==> config.mk <==
export PLATFORM = sky130hd
export DESIGN_NAME = obi_arbiter_2_to_1
export DESIGN_NICKNAME = d
export VERILOG_FILES = /design/src/rtl/obi_pkg.sv /design/src/rtl/obi_id_fifo.sv /design/src/rtl/obi_arbiter_2_to_1.sv
export SDC_FILE = /design/constraint.sdc
export NUM_CORES = 1
export LEC_CHECK = 0
export CAP_MARGIN = 20
export CORE_AREA = 2 2 123 125
export DETAILED_ROUTE_END_ITERATION = 8
export DIE_AREA = 0 0 125 127
export SLEW_MARGIN = 20
export SYNTH_ARGS = -nofsm -noshare
export SYNTH_HDL_FRONTEND = slang
export SYNTH_HIERARCHICAL = 1
export SYNTH_SLANG_ARGS = --single-unit
==> constraint.sdc <==
create_clock -name clk_i -period 2.4 [get_ports clk_i]
set_input_delay 0.48 -clock clk_i [delete_from_list [all_inputs] [get_ports clk_i]]
set_output_delay 0.48 -clock clk_i [all_outputs]
set_load 0.02 [all_outputs]
==> src/rtl/obi_pkg.sv <==
// Shared OBI field widths, master ID type and the bundled address-phase request.
package obi_pkg;

   localparam int ADDR_W = 32;
   localparam int DATA_W = 32;
   localparam int BE_W   = 4;

   typedef logic obi_mid_t;

   localparam obi_mid_t MID_M0 = 1'b0;
   localparam obi_mid_t MID_M1 = 1'b1;

   typedef struct packed {
      logic [ADDR_W-1:0] addr;
      logic              we;
      logic [BE_W-1:0]   be;
      logic [DATA_W-1:0] wdata;
   } obi_req_t;

endpackage

==> src/rtl/obi_id_fifo.sv <==
// Small FIFO of master IDs for accepted reads; the head is readable combinationally
// so responses can be steered in the same cycle they arrive.
module obi_id_fifo #(
   parameter int DEPTH = 2,
   parameter int WIDTH = 1
) (
   input  logic             clk,
   input  logic             rst,
   input  logic             push,
   input  logic [WIDTH-1:0] push_data,
   input  logic             pop,
   output logic [WIDTH-1:0] head,
   output logic             full,
   output logic             empty
);

   localparam int PTR_W = (DEPTH > 1) ? $clog2(DEPTH) : 1;
   localparam int CNT_W = $clog2(DEPTH + 1);

   logic [WIDTH-1:0] mem [DEPTH];
   logic [PTR_W-1:0] wr_ptr_reg, rd_ptr_reg;
   logic [CNT_W-1:0] count_reg;
   logic             push_ok, pop_ok;

   function automatic logic [PTR_W-1:0] next_ptr(input logic [PTR_W-1:0] ptr);
      return (ptr == PTR_W'(DEPTH - 1)) ? '0 : ptr + PTR_W'(1);
   endfunction

   assign full    = (count_reg == CNT_W'(DEPTH));
   assign empty   = (count_reg == '0);
   assign pop_ok  = pop && !empty;
   // A pop in the same cycle frees the slot the push lands in.
   assign push_ok = push && (!full || pop_ok);
   assign head    = mem[rd_ptr_reg];

   genvar gi;
   generate
      for (gi = 0; gi < DEPTH; gi++) begin : g_entry
         always_ff @(posedge clk) begin
            if (push_ok && (wr_ptr_reg == PTR_W'(gi))) begin
               mem[gi] <= push_data;
            end
         end
      end
   endgenerate

   always_ff @(posedge clk or posedge rst) begin
      if (rst) begin
         wr_ptr_reg <= '0;
         rd_ptr_reg <= '0;
         count_reg  <= '0;
      end else begin
         if (push_ok) wr_ptr_reg <= next_ptr(wr_ptr_reg);
         if (pop_ok)  rd_ptr_reg <= next_ptr(rd_ptr_reg);
         case ({push_ok, pop_ok})
            2'b10:   count_reg <= count_reg + CNT_W'(1);
            2'b01:   count_reg <= count_reg - CNT_W'(1);
            default: count_reg <= count_reg;
         endcase
      end
   end

endmodule

==> src/rtl/obi_arbiter_2_to_1.sv <==
// Two-master OBI arbiter: round-robin selection held until grant, with an ID FIFO
// steering read responses back to the issuing master in order.
module obi_arbiter_2_to_1
   import obi_pkg::*;
#(
   parameter int MAX_OUTSTANDING = 2
) (
   input  logic              clk_i,
   input  logic              rst_i,
   input  logic              m0_req_i,
   output logic              m0_gnt_o,
   input  logic [ADDR_W-1:0] m0_addr_i,
   input  logic              m0_we_i,
   input  logic [BE_W-1:0]   m0_be_i,
   input  logic [DATA_W-1:0] m0_wdata_i,
   output logic              m0_rvalid_o,
   output logic [DATA_W-1:0] m0_rdata_o,
   input  logic              m1_req_i,
   output logic              m1_gnt_o,
   input  logic [ADDR_W-1:0] m1_addr_i,
   input  logic              m1_we_i,
   input  logic [BE_W-1:0]   m1_be_i,
   input  logic [DATA_W-1:0] m1_wdata_i,
   output logic              m1_rvalid_o,
   output logic [DATA_W-1:0] m1_rdata_o,
   output logic              s_req_o,
   input  logic              s_gnt_i,
   output logic [ADDR_W-1:0] s_addr_o,
   output logic              s_we_o,
   output logic [BE_W-1:0]   s_be_o,
   output logic [DATA_W-1:0] s_wdata_o,
   input  logic              s_rvalid_i,
   input  logic [DATA_W-1:0] s_rdata_i,
   output logic              err_o
);

   obi_mid_t sel;
   obi_mid_t last_reg, lock_mid_reg, fifo_head;
   logic     lock_reg;
   logic     sel_req, grant, push, pop, fifo_full, fifo_empty, blocked;
   obi_req_t m0_fields, m1_fields, s_fields;

   assign m0_fields = '{addr: m0_addr_i, we: m0_we_i, be: m0_be_i, wdata: m0_wdata_i};
   assign m1_fields = '{addr: m1_addr_i, we: m1_we_i, be: m1_be_i, wdata: m1_wdata_i};

   always_comb begin
      sel = MID_M0;
      if (lock_reg)                  sel = lock_mid_reg;
      else if (m0_req_i && m1_req_i) sel = ~last_reg;
      else if (m1_req_i)             sel = MID_M1;
   end

   assign s_fields  = (sel == MID_M1) ? m1_fields : m0_fields;
   assign s_addr_o  = s_fields.addr;
   assign s_we_o    = s_fields.we;
   assign s_be_o    = s_fields.be;
   assign s_wdata_o = s_fields.wdata;

   assign sel_req = (sel == MID_M1) ? m1_req_i : m0_req_i;
   assign pop     = s_rvalid_i && !fifo_empty;
   assign blocked = fifo_full && !pop;
   // Gated by reset so the address phase reads idle while reset is held.
   assign s_req_o  = !rst_i && sel_req && !blocked;
   assign grant    = s_req_o && s_gnt_i;
   assign m0_gnt_o = grant && (sel == MID_M0);
   assign m1_gnt_o = grant && (sel == MID_M1);
   assign push     = grant && !s_we_o;

   assign m0_rvalid_o = pop && (fifo_head == MID_M0);
   assign m1_rvalid_o = pop && (fifo_head == MID_M1);
   assign m0_rdata_o  = s_rdata_i;
   assign m1_rdata_o  = s_rdata_i;
   assign err_o       = !rst_i && s_rvalid_i && fifo_empty;

   always_ff @(posedge clk_i or posedge rst_i) begin
      if (rst_i) begin
         lock_reg     <= 1'b0;
         lock_mid_reg <= MID_M0;
         last_reg     <= MID_M1;
      end else if (grant) begin
         lock_reg <= 1'b0;
         last_reg <= sel;
      end else if (s_req_o) begin
         lock_reg     <= 1'b1;
         lock_mid_reg <= sel;
      end
   end

   obi_id_fifo #(
      .DEPTH (MAX_OUTSTANDING),
      .WIDTH (1)
   ) u_id_fifo (
      .clk       (clk_i),
      .rst       (rst_i),
      .push      (push),
      .push_data (sel),
      .pop       (pop),
      .head      (fifo_head),
      .full      (fifo_full),
      .empty     (fifo_empty)
   );

endmodule

==> qor.yml, run 1 <==
outcome: "finished clean"
p_leak_uw: 0.00215
die_w_um: 125
worstSetupEndpointType: "primary output"
drive_above_1_share: 0.252
p_per_area_nw_per_um2: 1220
dp_hpwl_mm: 6.81
timing_worst_setup_path_type: "input port to primary output"
tns_ns: 0
wl_per_cell_um: 12.6
path_cells: "clkdlybuf4s50_1, nand2b_1, a211oi_2, buf_4, o21a_1, clkdlybuf4s15_2"
coreArea_um2: 14400
ys_types: 29
drt_first_pass_iters: 4
muxShareOfSynthArea: 0.0184
avgSynthCellArea_um2: 5.55
num_rows: 44
clk_pin_slew_ns: 0.04
cp_data_required_time_ns: 1.92
cpMaxStageDelayCell: "clkdlybuf4s50_1"
antenna_found_initial: 0
tightest_slew_ns: 0.237
clock_skew_ns: 0.00551
slowest_delay_ns: 0.47
vias: 2583
clock.fmax_mhz: 426
track_usage: 0.106
synth_compound_area_frac: 0.0470
hold_path_class: "flip-flop to flip-flop"
drt-initial-drc-count: 45
cp_data_arrival_time_ns: 1.87
hold_buffers: 0
slew_headroom: 0.842
finalCritPeriodShare: 0.979
cts_tree: "built"
finalNetCount: 698
synth_edf_count: 2
finalHoldViolCount: 0
async_reset_ff_frac: 0.778
dpl-instance-area_um2: 4020
io_pins: 315
clk_path_buf_depth: 2
grt_pass1_wl_mm: 13.8
clk-insertion-delay-late_ns: 0.24
antenna_cells: 0
rsz0062_at_grt: "yes"
start_util: 0.127
yosys_warnings: 6
cts_made_buffers: 3
worstSetupStartpointType: "input port"
cts_root_buf: "clkbuf_16"
port_buffers: 218
synth.most_common_cell: "nand2_1"
synth-adder-area-share: 0.00682
fin_area_um2: 4160
ys_ff_latch: 9
htreeDepth: 1
synthXorXnorAreaFrac: 0.0239
grt_max_degree: 30
die_y_um: 127
cp_max_fo: 3
drt.antenna.violating_nets: 0
place.gp.congestion: 0.714
drv_cap: 0
setup_violations: 0
ys_top_cells_by_count: "205 x nand2_1, 64 x buf_4, 10 x clkbuf_1"
first_global_vias: 2628
n_fill_cell: 1592
die_area_um2: 15900
synthSimpleGateAreaFrac: 0.472
drc: 0
wl_mm: 8.89
slew_viol_final: 0
synth_top_area_share: 0.419
cts_sinks: 9
synth_nets: 508
synthTopCellsByArea: "nand2_1 42%, buf_4 26%, dfrtp_1 8.2%"
synth_area_um2: 1840
overflow: 0
finalCriticalPeriod_ns: 2.35
viasPerCell: 3.67
synth_flop_cell: "dfrtp_1"
peakVddDrop_uv: 499
area_growth_pct: 127
synth_top_family_by_area: "simple AND/OR/NAND/NOR gates"
syn_inst: 331
synth_top_area_cell: "nand2_1"
ys_seq_area_frac: 0.129
## worst max-delay path: cells and delay by family
| kind | cells | cell delay, ns |
|---|---|---|
| AND/OR/NAND/NOR | 1 | 0.11 |
| buffers and inverters | 3 | 0.90 |
| AO/OA/AOI/OAI | 2 | 0.38 |
## repair_timing
item | 4_1_cts | 5_1_grt
cloned | 5 | 0
buffers inserted | 13 | 0
pin swaps | 5 | 4
gates resized for setup | 301 | 15
hold endpoints to repair | 0 | 0
endpoints found under the setup margin | 77 | 59
## path summary, 6_finish.rpt
| kind | start | endpoint | slack [ns] | depth (start not counted) |
|---|---|---|---|---|
| max | s_rvalid_i | s_req_o | 0.05 | 6 |
| min | u_id_fifo/wr_ptr_reg | u_id_fifo/wr_ptr_reg | 0.49 | 1 |
| max reg2reg | last_reg | u_id_fifo/count_reg[1] | 0.12 | 11 |
| min reg2reg | u_id_fifo/wr_ptr_reg | u_id_fifo/wr_ptr_reg | 0.49 | 1 |
| max in group asynchronous | rst_i | last_reg | 1.52 | 4 |
| min in group asynchronous | rst_i | u_id_fifo/wr_ptr_reg | 0.62 | 3 |
## kinds of logic after synthesis
group / Yosys count
adder cells (fa/ha/maj): 1
buffers and inverters: 84
multiplexers: 3
AND/OR/NAND/NOR: 222
flip-flops: 9
AO/OA/AOI/OAI: 7
XOR/XNOR: 5
## per-stage QoR
stage | utilization | setup slack [ns] | total power (uW) | hold WS, ns | cells
detailed placement | 0.279 | -0.578 | 4560 | 0.489 | 683
global route | 0.288 | -0.0312 | 5520 | 0.523 | 704
CTS | 0.286 | 0.0172 | 5140 | 0.497 | 704
floorplan | - | 0.218 | 2410 | 0.238 | 331
finish | 0.288 | 0.0510 | 5080 | 0.495 | 704
global placement | 0.279 | -0.570 | 4560 | 0.473 | 683
## metal layers
metal | wire (um) | vias to the layer above | GRT usage
met5 | 0 | - | 0
met4 | 238 | 0 | 0.0294
met3 | 1090 | 28 | 0.0377
met2 | 4080 | 184 | 0.178
met1 | 3480 | 1059 | 0.130
li1 | - | 1312 | -
## cell usage in the layout (no fill, tap or decap), drive strengths merged, types with 2 or more instances in the layout
cell type	n
clkdlybuf4s15	4
bufbuf	2
nand2	205
mux2	3
xnor2	3
clkdlybuf4s50	141
o21a	2
buf	109
nor2b	2
edfxtp	2
inv	6
dfrtp	6
dlygate4sd2	4
nor2	9
clkbuf	4
xor2	2
nand2b	2
dlymetal6s2s	2
## cell type report
type	instances	area, um2	area share
Clock buffer	3	75.1	0.0181
Clock inverter	1	5.00	0.00120
Inverter	6	27.5	0.00662
Multi-Input combinational cell	238	1080	0.259
Sequential cell	9	236	0.0569
Tap cell	184	230	0.0554
Timing Repair Buffer	263	2510	0.603
## report_power, final
part / total [uW] / switching [uW] / internal (uW)
registers: 304 / 69.4 / 235
logic: 4480 / 2280 / 2200
clock network: 296 / 76.3 / 220
No activity file was read; power rests on OpenSTA's default activity.
==> run 2, diff against run 1 <==
Settings changed: CAP_MARGIN 20 to 5.
==> results of run 2 <==
Same layout as run 1: the final DEF is identical, and so are final timing and power.
